## config.mk

```make
export PLATFORM = sky130hd
export DESIGN_NAME = hand_tally
export DESIGN_NICKNAME = d
export VERILOG_FILES = /design/src/rtl/card_pkg.sv /design/src/rtl/hand_buffer.sv /design/src/rtl/hand_tally.sv
export SDC_FILE = /design/constraint.sdc
export NUM_CORES = 1
export LEC_CHECK = 0
export BUFFER_PORTS_ARGS = -buffer_cell sky130_fd_sc_hd__buf_2
export CORE_MARGIN = 3
export CORE_UTILIZATION = 50
export DETAILED_ROUTE_END_ITERATION = 16
export MAX_ROUTING_LAYER = met4
export PLACE_DENSITY = 0.79
export SYNTH_ARGS = -nofsm -noshare
export SYNTH_HDL_FRONTEND = slang
export SYNTH_HIERARCHICAL = 1
export SYNTH_SLANG_ARGS = --single-unit
```

## constraint.sdc

```tcl
create_clock -name clk -period 3 [get_ports clk]
set_input_delay 0.3 -clock clk [delete_from_list [all_inputs] [get_ports clk]]
set_output_delay 0.3 -clock clk [all_outputs]
set_load 0.1 [all_outputs]
```

## src/rtl/card_pkg.sv

```systemverilog
`default_nettype none
// ============================================================================
//  Module      : card_pkg
//  Description : Card ids, game-control mode codes and the coin/cost lookup
//                helpers shared by the hand-tally slice.
//  Revision    : 1.0 - initial release
// ============================================================================
package card_pkg;

    // Card ids as carried on the card handler's card_stream
    localparam logic [3:0] CARD_NONE     = 4'd0;
    localparam logic [3:0] CARD_COPPER   = 4'd1;
    localparam logic [3:0] CARD_SILVER   = 4'd2;
    localparam logic [3:0] CARD_GOLD     = 4'd3;
    localparam logic [3:0] CARD_ESTATE   = 4'd4;
    localparam logic [3:0] CARD_DUCHY    = 4'd5;
    localparam logic [3:0] CARD_PROVINCE = 4'd6;
    localparam logic [3:0] CARD_CURSE    = 4'd7;
    // ids 8..15 are kingdom cards

    // Phase codes from game control
    localparam logic [2:0] MODE_IDLE    = 3'd0;
    localparam logic [2:0] MODE_DRAW    = 3'd1;
    localparam logic [2:0] MODE_ACTION  = 3'd2;
    localparam logic [2:0] MODE_BUY     = 3'd3;
    localparam logic [2:0] MODE_CLEANUP = 3'd4;

    // Coins a card contributes when held in hand
    function automatic logic [1:0] coin_value(input logic [3:0] card);
        case (card)
            CARD_COPPER: coin_value = 2'd1;
            CARD_SILVER: coin_value = 2'd2;
            CARD_GOLD:   coin_value = 2'd3;
            default:     coin_value = 2'd0;
        endcase
    endfunction

    // Purchase price. Kingdom cards cost 2..5, cycling with the low id bits
    // (8->2, 9->3, 10->4, 11->5, 12->2, ...).
    function automatic logic [3:0] card_cost(input logic [3:0] card);
        if (card[3]) begin
            card_cost = 4'd2 + {2'b00, card[1:0]};
        end else begin
            case (card)
                CARD_SILVER:   card_cost = 4'd3;
                CARD_GOLD:     card_cost = 4'd6;
                CARD_ESTATE:   card_cost = 4'd2;
                CARD_DUCHY:    card_cost = 4'd5;
                CARD_PROVINCE: card_cost = 4'd8;
                default:       card_cost = 4'd0; // NONE, COPPER, CURSE
            endcase
        end
    endfunction

endpackage
`default_nettype wire

```

## src/rtl/hand_buffer.sv

```systemverilog
`default_nettype none
// ============================================================================
//  Module      : hand_buffer
//  Description : HAND_MAX x 4-bit slot register file holding the current hand.
//                Writes append at the write pointer; reads stream out from the
//                read pointer and clear each slot as it is read.
//  Ports       : clk, reset      - clock, synchronous active-high reset
//                i_clr           - empty the buffer (slots, both pointers)
//                i_wr_en/i_wr_card - append a card (caller guarantees !o_full)
//                i_rd_en         - consume slot[rd_ptr]
//                o_count         - cards held (= write pointer)
//                o_full          - o_count == HAND_MAX
//                o_rd_done       - every held card has been read out
//                o_rd_card       - slot at the read pointer
//  Revision    : 1.0 - initial release
// ============================================================================
module hand_buffer
    import card_pkg::*;
#(
    parameter int HAND_MAX = 8
) (
    input  logic       clk,
    input  logic       reset,
    input  logic       i_clr,
    input  logic       i_wr_en,
    input  logic [3:0] i_wr_card,
    input  logic       i_rd_en,
    output logic [3:0] o_count,
    output logic       o_full,
    output logic       o_rd_done,
    output logic [3:0] o_rd_card
);

    logic [3:0]            r_wr_ptr;
    logic [3:0]            r_rd_ptr;
    logic [HAND_MAX*4-1:0] w_slots;

    always_ff @(posedge clk) begin
        if (reset || i_clr) begin
            r_wr_ptr <= 4'd0;
            r_rd_ptr <= 4'd0;
        end else begin
            if (i_wr_en) r_wr_ptr <= r_wr_ptr + 4'd1;
            if (i_rd_en) r_rd_ptr <= r_rd_ptr + 4'd1;
        end
    end

    // One register per slot; a slot is cleared as soon as it has been read so
    // the buffer is empty again by the time the stream completes.
    for (genvar i = 0; i < HAND_MAX; i++) begin : g_slot
        logic [3:0] r_slot;
        always_ff @(posedge clk) begin
            if (reset || i_clr) begin
                r_slot <= CARD_NONE;
            end else if (i_wr_en && (r_wr_ptr == 4'(i))) begin
                r_slot <= i_wr_card;
            end else if (i_rd_en && (r_rd_ptr == 4'(i))) begin
                r_slot <= CARD_NONE;
            end
        end
        assign w_slots[i*4 +: 4] = r_slot;
    end

    always_comb begin
        o_rd_card = CARD_NONE;
        for (int i = 0; i < HAND_MAX; i++) begin
            if (r_rd_ptr == 4'(i)) o_rd_card = w_slots[i*4 +: 4];
        end
    end

    assign o_count   = r_wr_ptr;
    assign o_full    = (r_wr_ptr == 4'(HAND_MAX));
    assign o_rd_done = (r_rd_ptr == r_wr_ptr);

endmodule
`default_nettype wire

```

## src/rtl/hand_tally.sv

```systemverilog
`default_nettype none
// ============================================================================
//  Module      : hand_tally
//  Description : Captures drawn cards into a hand buffer and tallies coins,
//                arbitrates purchases during the buy phase, and streams the
//                hand back out for discard at cleanup.
//  Ports       : clk, reset        - clock, synchronous active-high reset
//                mode              - phase code from game control
//                next_card/card_in - drawn-card strobe and id
//                end_mode          - current phase finished
//                buy_req/buy_sel   - purchase request and requested card
//                can_buy           - purchase of buy_sel legal now (comb.)
//                buy_ok/buy_err    - purchase accepted / rejected pulses
//                coins, buys_left, hand_count, overflow - tally state
//                disc_valid/disc_card - discard stream
//                hand_done         - cleanup stream complete pulse
//  Revision    : 1.0 - initial release
// ============================================================================
module hand_tally
    import card_pkg::*;
#(
    parameter int HAND_MAX = 8,
    parameter int COIN_W   = 6
) (
    input  logic              clk,
    input  logic              reset,
    input  logic [2:0]        mode,
    input  logic              next_card,
    input  logic [3:0]        card_in,
    input  logic              end_mode,
    input  logic              buy_req,
    input  logic [3:0]        buy_sel,
    output logic              can_buy,
    output logic              buy_ok,
    output logic              buy_err,
    output logic [COIN_W-1:0] coins,
    output logic [1:0]        buys_left,
    output logic [3:0]        hand_count,
    output logic              overflow,
    output logic              disc_valid,
    output logic [3:0]        disc_card,
    output logic              hand_done
);

    localparam logic [1:0] c_S_IDLE    = 2'd0;
    localparam logic [1:0] c_S_COLLECT = 2'd1;
    localparam logic [1:0] c_S_BUY     = 2'd2;
    localparam logic [1:0] c_S_CLEANUP = 2'd3;

    logic [1:0]        r_state;
    logic [COIN_W-1:0] r_coins;
    logic [1:0]        r_buys;
    logic              r_overflow;
    logic              r_buy_ok;
    logic              r_buy_err;
    logic              r_disc_valid;
    logic [3:0]        r_disc_card;
    logic              r_hand_done;

    logic              w_abort;
    logic              w_take;
    logic              w_clr;
    logic              w_wr_en;
    logic              w_rd_en;
    logic [3:0]        w_count;
    logic              w_full;
    logic              w_rd_done;
    logic [3:0]        w_rd_card;
    logic [3:0]        w_cost;
    logic              w_can_buy;
    logic [COIN_W:0]   w_coin_sum;
    logic [COIN_W-1:0] w_coin_sat;

    hand_buffer #(
        .HAND_MAX (HAND_MAX)
    ) u_hand_buffer (
        .clk       (clk),
        .reset     (reset),
        .i_clr     (w_clr),
        .i_wr_en   (w_wr_en),
        .i_wr_card (card_in),
        .i_rd_en   (w_rd_en),
        .o_count   (w_count),
        .o_full    (w_full),
        .o_rd_done (w_rd_done),
        .o_rd_card (w_rd_card)
    );

    assign w_abort = (r_state != c_S_IDLE) && (mode == MODE_IDLE);
    assign w_take  = next_card && (card_in != CARD_NONE);

    // Accumulate with one guard bit so saturation is a single carry test
    assign w_coin_sum = {1'b0, r_coins} + (COIN_W+1)'(coin_value(card_in));
    assign w_coin_sat = w_coin_sum[COIN_W] ? {COIN_W{1'b1}} : w_coin_sum[COIN_W-1:0];

    // Compare in a width that holds both operands whatever COIN_W is
    assign w_cost    = card_cost(buy_sel);
    assign w_can_buy = (r_state == c_S_BUY) && (r_buys != 2'd0) &&
                       ((COIN_W+4)'(r_coins) >= (COIN_W+4)'(w_cost));

    // Hand buffer control
    always_comb begin
        w_clr   = 1'b0;
        w_wr_en = 1'b0;
        w_rd_en = 1'b0;
        if (w_abort) begin
            w_clr = 1'b1;
        end else begin
            case (r_state)
                c_S_IDLE:    w_clr   = (mode == MODE_DRAW);
                c_S_COLLECT: w_wr_en = w_take && !w_full;
                c_S_CLEANUP: begin
                    w_rd_en = !w_rd_done;
                    w_clr   = w_rd_done;
                end
                default: ;
            endcase
        end
    end

    always_ff @(posedge clk) begin
        if (reset) begin
            r_state      <= c_S_IDLE;
            r_coins      <= '0;
            r_buys       <= 2'd0;
            r_overflow   <= 1'b0;
            r_buy_ok     <= 1'b0;
            r_buy_err    <= 1'b0;
            r_disc_valid <= 1'b0;
            r_disc_card  <= CARD_NONE;
            r_hand_done  <= 1'b0;
        end else begin
            r_buy_ok     <= 1'b0;
            r_buy_err    <= 1'b0;
            r_disc_valid <= 1'b0;
            r_disc_card  <= CARD_NONE;
            r_hand_done  <= 1'b0;
            if (w_abort) begin
                r_state <= c_S_IDLE;
            end else begin
                case (r_state)
                    c_S_IDLE: begin
                        if (mode == MODE_DRAW) begin
                            r_state    <= c_S_COLLECT;
                            r_coins    <= '0;
                            r_overflow <= 1'b0;
                            r_buys     <= 2'd1;
                        end
                    end
                    c_S_COLLECT: begin
                        if (w_take) begin
                            if (w_full) r_overflow <= 1'b1;
                            else        r_coins    <= w_coin_sat;
                        end
                        if (end_mode) r_state <= c_S_BUY;
                    end
                    c_S_BUY: begin
                        if (buy_req) begin
                            if (w_can_buy) begin
                                r_coins  <= r_coins - COIN_W'(w_cost);
                                r_buys   <= r_buys - 2'd1;
                                r_buy_ok <= 1'b1;
                            end else begin
                                r_buy_err <= 1'b1;
                            end
                        end
                        if (end_mode) r_state <= c_S_CLEANUP;
                    end
                    c_S_CLEANUP: begin
                        if (!w_rd_done) begin
                            r_disc_valid <= 1'b1;
                            r_disc_card  <= w_rd_card;
                        end else begin
                            r_hand_done <= 1'b1;
                            r_state     <= c_S_IDLE;
                        end
                    end
                    default: r_state <= c_S_IDLE;
                endcase
            end
        end
    end

    assign can_buy    = w_can_buy;
    assign buy_ok     = r_buy_ok;
    assign buy_err    = r_buy_err;
    assign coins      = r_coins;
    assign buys_left  = r_buys;
    assign hand_count = w_count;
    assign overflow   = r_overflow;
    assign disc_valid = r_disc_valid;
    assign disc_card  = r_disc_card;
    assign hand_done  = r_hand_done;

endmodule
`default_nettype wire
```

; After elaboration in Yosys (flattened, before gate mapping)
; Cells that the tools add are included.
[op_classes]
n_reduce_logical = 50
eq_ne = 37
add_sub_neg = 6
n_lt_le_gt_ge = 1
n_mux = 56
bitwise = 4
[op_table]
columns = op, n
row1 = two-way mux 4 bit, 25
row2 = "equality test 4 x 3 -> 1 bit, second input constant", 11
row3 = two-way mux 6 bit, 6
row4 = "equality test 4 x 2 -> 1 bit, second input constant", 8
row5 = nonzero test 2 bit, 12
row6 = logical AND 1 bit, 21
row7 = case mux 4 bit (5 select lines), 1
row8 = "!= test 2 bit, second input constant", 9
row9 = case mux 6 bit (3 select lines), 1
row10 = "equality test 4 x 1 -> 1 bit, second input constant", 3
row11 = two-way mux 1 bit, 12
row12 = two-way mux 2 bit, 6
row13 = AND reduction 5 bit, 2
row14 = "adder 4 x 1 -> 4 bit, second input constant", 2
row15 = logical NOT 4 bit, 2
row16 = case mux 2 bit (4 select lines), 1
row17 = OR reduction 4 bit, 2
row18 = adder 6 x 2 -> 7 bit, 1
row19 = AND reduction 7 bit, 1
row20 = >= comparator 6 x 4 -> 1 bit, 1
row21 = case mux 2 bit (3 select lines), 1
row22 = subtractor 6 x 4 -> 6 bit, 1
row23 = "equality test 2 bit, second input constant", 2
row24 = equality test 4 bit, 1
row25 = other kinds (17), 22
[totals]
in_bits = 16
regBits = 59
word_cells = 173
output_inout_bits = 22

; Logic depth before layout (Yosys ltp)
[depth]
ltp_word = 9
mapped_depth = 12
depth_no_buf = 11

; Cells and area by module
; Netlist, hierarchy kept.
[by_module_without_submodules]
columns = mod, cells_per_inst, n_inst, area_each_um2, seq_area_each_um2
row1 = hand_buffer, 240, 1, 2164.6, 800.8
row2 = hand_tally, 154, 1, 1321.3, 380.4

; Worst setup path before layout
; Ideal clock, no wire load.
[synth_timing]
path_kind = flip-flop to flip-flop
startpoint = reg r_coins[0], in the netlist coins[0]
endpoint = reg r_buy_ok, in the netlist buy_ok
setup_time_ns = 0.073
t_arrival_ns = 4.715
required_ns = 2.927
path_slack_ns = -1.787
synth_period_minus_slack_ns = 4.787
path_stages_with_launch = 9
path_buffers = 0
path_cell_list = dfxtp_1 > inv_1 > ha_1 > fa_1 > nor2b_1 > o21a_1 > nor2_1 > a211oi_1 > and4_1
[synth_between]
elab_chain_cells = 3
[synth_lines]
columns = element, line_no
row1 = start: declaration, hand_tally.sv:51  ; logic [COIN_W-1:0] r_coins;
row2 = start signal: assignment, hand_tally.sv:153  ; else r_coins <= w_coin_sat;
row3 = start signal: assignment, hand_tally.sv:160  ; r_coins <= r_coins - COIN_W'(w_cost);
row4 = >= comparator 6 x 4 -> 1 bit, hand_tally.sv:99  ; ((COIN_W+4)'(r_coins) >= (COIN_W+4)'(w_cost));
row5 = logical AND 1 bit, hand_tally.sv:98  ; assign w_can_buy = (r_state == c_S_BUY) && (r_buys != 2'd0) &&
row6 = net can_buy, hand_tally.sv:33  ; output logic can_buy,
row7 = two-way mux 1 bit, hand_tally.sv:159  ; if (w_can_buy) begin
row8 = end signal: assignment, hand_tally.sv:127  ; r_buy_ok <= 1'b0;
row9 = end signal: assignment, hand_tally.sv:133  ; r_buy_ok <= 1'b0;
row10 = end signal: assignment, hand_tally.sv:162  ; r_buy_ok <= 1'b1;
row11 = end: declaration, hand_tally.sv:54  ; logic r_buy_ok;
; The timed path passes the listed nets, and every way through them passes these cells.
; A chain may end at the register's enable or synchronous reset.

; Worst setup path after layout
[layout_timing]
startpoint = reg r_state[0]
endpoint = reg u_hand_buffer.g_slot[3].r_slot[0]
[layout_between]
elab_chain_cells = 5
elab_cells_between_ends = 16
cone_classes = eq/ne: 2 / mux: 7 / reduce/logical: 7
[layout_lines]
columns = element, line_no
row1 = start: declaration, hand_tally.sv:50  ; logic [1:0] r_state;
row2 = start signal: assignment, hand_tally.sv:123  ; r_state <= c_S_IDLE;
row3 = start signal: assignment, hand_tally.sv:139  ; r_state <= c_S_IDLE;
row4 = start signal: assignment, hand_tally.sv:144  ; r_state <= c_S_COLLECT;
row5 = equality test 2 x 1 -> 1 bit / nonzero test 2 bit (equally long branches), "hand_tally.sv:109, hand_tally.sv:89"
row6 = two-way mux 1 bit / logical AND 1 bit (equally long branches), "hand_tally.sv:109, hand_tally.sv:89"
row7 = two-way mux 1 bit *, hand_tally.sv:106  ; if (w_abort) begin
row8 = net w_wr_en, hand_tally.sv:63  ; logic w_wr_en;
row9 = logical AND 1 bit *, hand_buffer.sv:55  ; end else if (i_wr_en && (r_wr_ptr == 4'(i))) begin
row10 = two-way mux 4 bit / nonzero test 2 bit (equally long branches), -
row11 = end signal: assignment, hand_buffer.sv:56  ; r_slot <= i_wr_card;
row12 = end: declaration, hand_buffer.sv:51  ; logic [3:0] r_slot;
; The timed path passes the listed nets; every way through them passes the cells marked *.

==> metrics.md <==
| Metric | Value |
|---|---|
| DP Area | `3732 sq um` |
| Diode count | `0` |
| FF-to-FF setup slack | `0.30 ns` |
| Clock sinks | `59` |
| Predominant post-synthesis flop cell | `dfxtp_1` |
| Worst Path Arrival | `2.98 ns` |
| Slew Viols, Final | `0` |
| Cell variety after synth | `61` |
| Post-Route WL | `8.331 mm` |
| Post-synth net total | `432` |
| Avg Inst Size Synth | `8.847 sq um` |
| Crit end category | `flop` |
| Layout cells sized above 1 | `0.1818` |
| Leakage power | `1.576 nW` |
| Post-synth top area share | `0.3388` |
| Worst R2R Path Depth | `9` |
| CTS H-tree depth | `3` |
| Synth area leaders | `dfxtp_1 (34%), ha_1 (7.2%), a22oi_1 (7.1%)` |
| CTS tree | `built` |
| Latest clock arrival within the worst-skew pair | `0.34 ns` |
| # setup viols final | `0` |
| PortBufs | `37` |
| Pre-antenna DRT Iters | `5` |
| Largest net degree at the start of global routing | `41` |
| Die area | `8009 sq um` |
| Fmax | `370.3 MHz` |
| Post-Route Skew | `0.008232 ns` |
| Critical path type | `flop to flop` |
| Worst VDD drop | `0.0002301 V` |
| Layout net count | `463` |
| Design area | `3958 sq um` |
| Gate Count Post-Synth | `394` |
| Relative slew margins | `0.4837` |
| Initial antenna violation count | `0` |
| Pre-CTS setup slack | `0.2908 ns` |
| Hold WC Path Type | `primary input to flop` |
| Syn-to-layout area delta | `13.53%` |
| Num CTS Buffers | `9` |
| Reg-to-Reg Start | `r_state[0]` |
| Synthesized cell area | `3486 sq um` |
| RSZ-0062 raised after global routing | `no` |
| DR iter-0 viols | `282` |
| RD Place Congestion | `0.9144` |
| I/O pins | `38` |
| Antenna-violating nets left | `0` |
| HP Start | `buy_req` |
| Crit Path Max Fanout | `12` |
| Die Ht | `89.50 um` |
| Measured slew at the worst slew-check pin | `0.7674 ns` |
| Avg WL per Cell | `15.96 um` |
| Via density | `5.902` |
| Tmin final | `2.700 ns` |
| CORE AREA | `6568 sq um` |
| Startpoint types | `flop` |
| Setup TNS | `0 ns` |
| Initial core utilization | `0.5308` |
| Worst R2R End | `u_hand_buffer/g_slot[3].r_slot[0]` |
| Hold Vio Cnt, Final | `0` |
| Max-Cap Viols | `0` |
| Post-layout worst setup margin | `0.2995 ns` |
| PostCTS Resize Cnt | `0` |
| Register area share after synthesis | `0.3388` |
| Pwr per Cell Area | `570.0 nW/um^2` |
| DIE WIDTH | `89.50 um` |
| First-pass GRT wire length | `13.42 mm` |
| Synth warn | `6` |
| Postcts setup bufs | `0` |
| # DRC | `0` |
| Hold Buf Count CTS | `0` |
| GRT Util Overall | `0.2248` |
| Rows | `29` |
| Vias in the first global route | `2765` |
| Fin crit share | `0.9002` |
| DP HPWL | `5.924 mm` |
| Req. time, crit path | `3.28 ns` |
| Min-Delay Endpoint | `buy_err` |
| CTS root buffer | `clkbuf_8` |
| Clock slew at reported path FFs | `0.07 ns` |
| Number of synthesized flops with an enable pin | `0` |
| Hold path cells | `3` |
| Clock buffer depth | `2` |
| Vias | `3081` |
| Async SR Flop Fraction | `0` |
| Largest area contributor in the netlist | `dfxtp_1` |
| Overflow after GRT | `0` |
| Status | `finished, final reports clean` |
| #FFs+latches synth | `59` |
[report_power, final]
| part | internal (W) | total [W] | switching [W] |
|---|---|---|---|
| clock network | 0.000508 | 0.000820 | 0.000311 |
| registers | 0.000815 | 0.000849 | 0.0000345 |
| logic | 0.000186 | 0.000587 | 0.000401 |
[cells in the final DEF, fill, tap and decap left out, drive strengths merged, types with 14 or more instances in the layout]
master	count
inv	20
nor2	53
dfxtp	59
buf	43
nand2	14
ha	20
o21ai	23
a21oi	19
a22oi	33
[synthesized netlist by cell type (all sizes together), types with 2 or more instances]
master	instances
a211o	2
a211oi	2
a21boi	3
a21oi	19
a22o	4
a22oi	33
a31oi	10
a32o	2
a32oi	4
and2	4
and3	4
and3b	2
and4	2
and4b	5
and4bb	5
buf	14
clkbuf	9
dfxtp	59
fa	2
ha	20
inv	20
mux2i	6
nand2	14
nand2b	9
nand3	11
nand4	3
nor2	53
nor2b	4
nor3	4
nor3b	2
nor4	2
o211ai	4
o21a	4
o21ai	23
o21bai	2
o31ai	5
or2	2
or3	2
xnor2	2
xor2	10
[stage by stage]
stage               utilization  power (W)  hold slack [ns]  cells
finish                   0.6026   0.002256           0.2268    522
detailed placement       0.5683   0.001443           0.4662    507
global route             0.6026   0.002357           0.2260    522
CTS                      0.6026   0.002260           0.2217    522
floorplan                     -   0.001325           0.3691    394
global placement         0.5683   0.001432           0.4578    507
[logic make-up (layout without fill, tap and decap cells)]
group           Yosys count  in the layout  synth area share
flops                    59             59            0.3388
fa+ha+maj                22             22           0.08327
mux                       6              6           0.01723
compound gates          120            120            0.2595
simple gates            132            132            0.2110
buf+inv                  43             78           0.05994
xor+xnor                 12             12           0.03015
[layer usage]
layer / up-vias / global-route usage / routed length, um
met5: - / - / 0
met4: 0 / 0.09202 / 114
met3: 14 / 0.04147 / 488
met2: 130 / 0.3443 / 3901
met1: 1439 / 0.2911 / 3827
li1: 1498 / - / -
[state kept, by name (all words and copies together), names as in the netlist, 2 cells and up]
register / cells
u_hand_buffer/g_slot.r_slot: 32
coins: 6
buys_left: 2
u_hand_buffer/r_rd_ptr: 4
disc_card: 4
u_hand_buffer/o_count: 4
r_state: 2
[critical path, cell delays in order (launching register included)]
cell	delay [ns]
dfxtp_1	0.42
inv_1	0.09
ha_1	0.26
nor4_1	0.66
nor3_1	0.16
buf_4	0.22
and4bb_2	0.29
a31oi_1	0.31
a22oi_1	0.12
nor2_1	0.11
[worst max path at each step]
stage / startpoint / endpoint / slack, ns / cells after the start
after floorplan: coins[0] / buy_ok / 0.003 / 8
after global placement: buy_sel[0] / coins[5] / 0.37 / 11
after detailed placement: buy_sel[0] / coins[5] / 0.29 / 11
after CTS: coins[0] / can_buy / 0.32 / 8
after global routing: r_state[0] / u_hand_buffer/g_slot[3].r_slot[1] / 0.1 / 9
final: r_state[0] / u_hand_buffer/g_slot[3].r_slot[0] / 0.30 / 9
[cell type report]
| type | instances | area (sq um) |
|---|---|---|
| fill | 566 | 2610 |
| multi-input combinational | 292 | 2108 |
| sequential | 59 | 1185 |
| timing repair buffer | 43 | 245.2 |
| clock buffer | 11 | 151.4 |
| tap | 93 | 116.4 |
| inverter | 20 | 77.57 |
| clock inverter | 4 | 73.82 |
No activity file was read; power rests on OpenSTA's default activity.
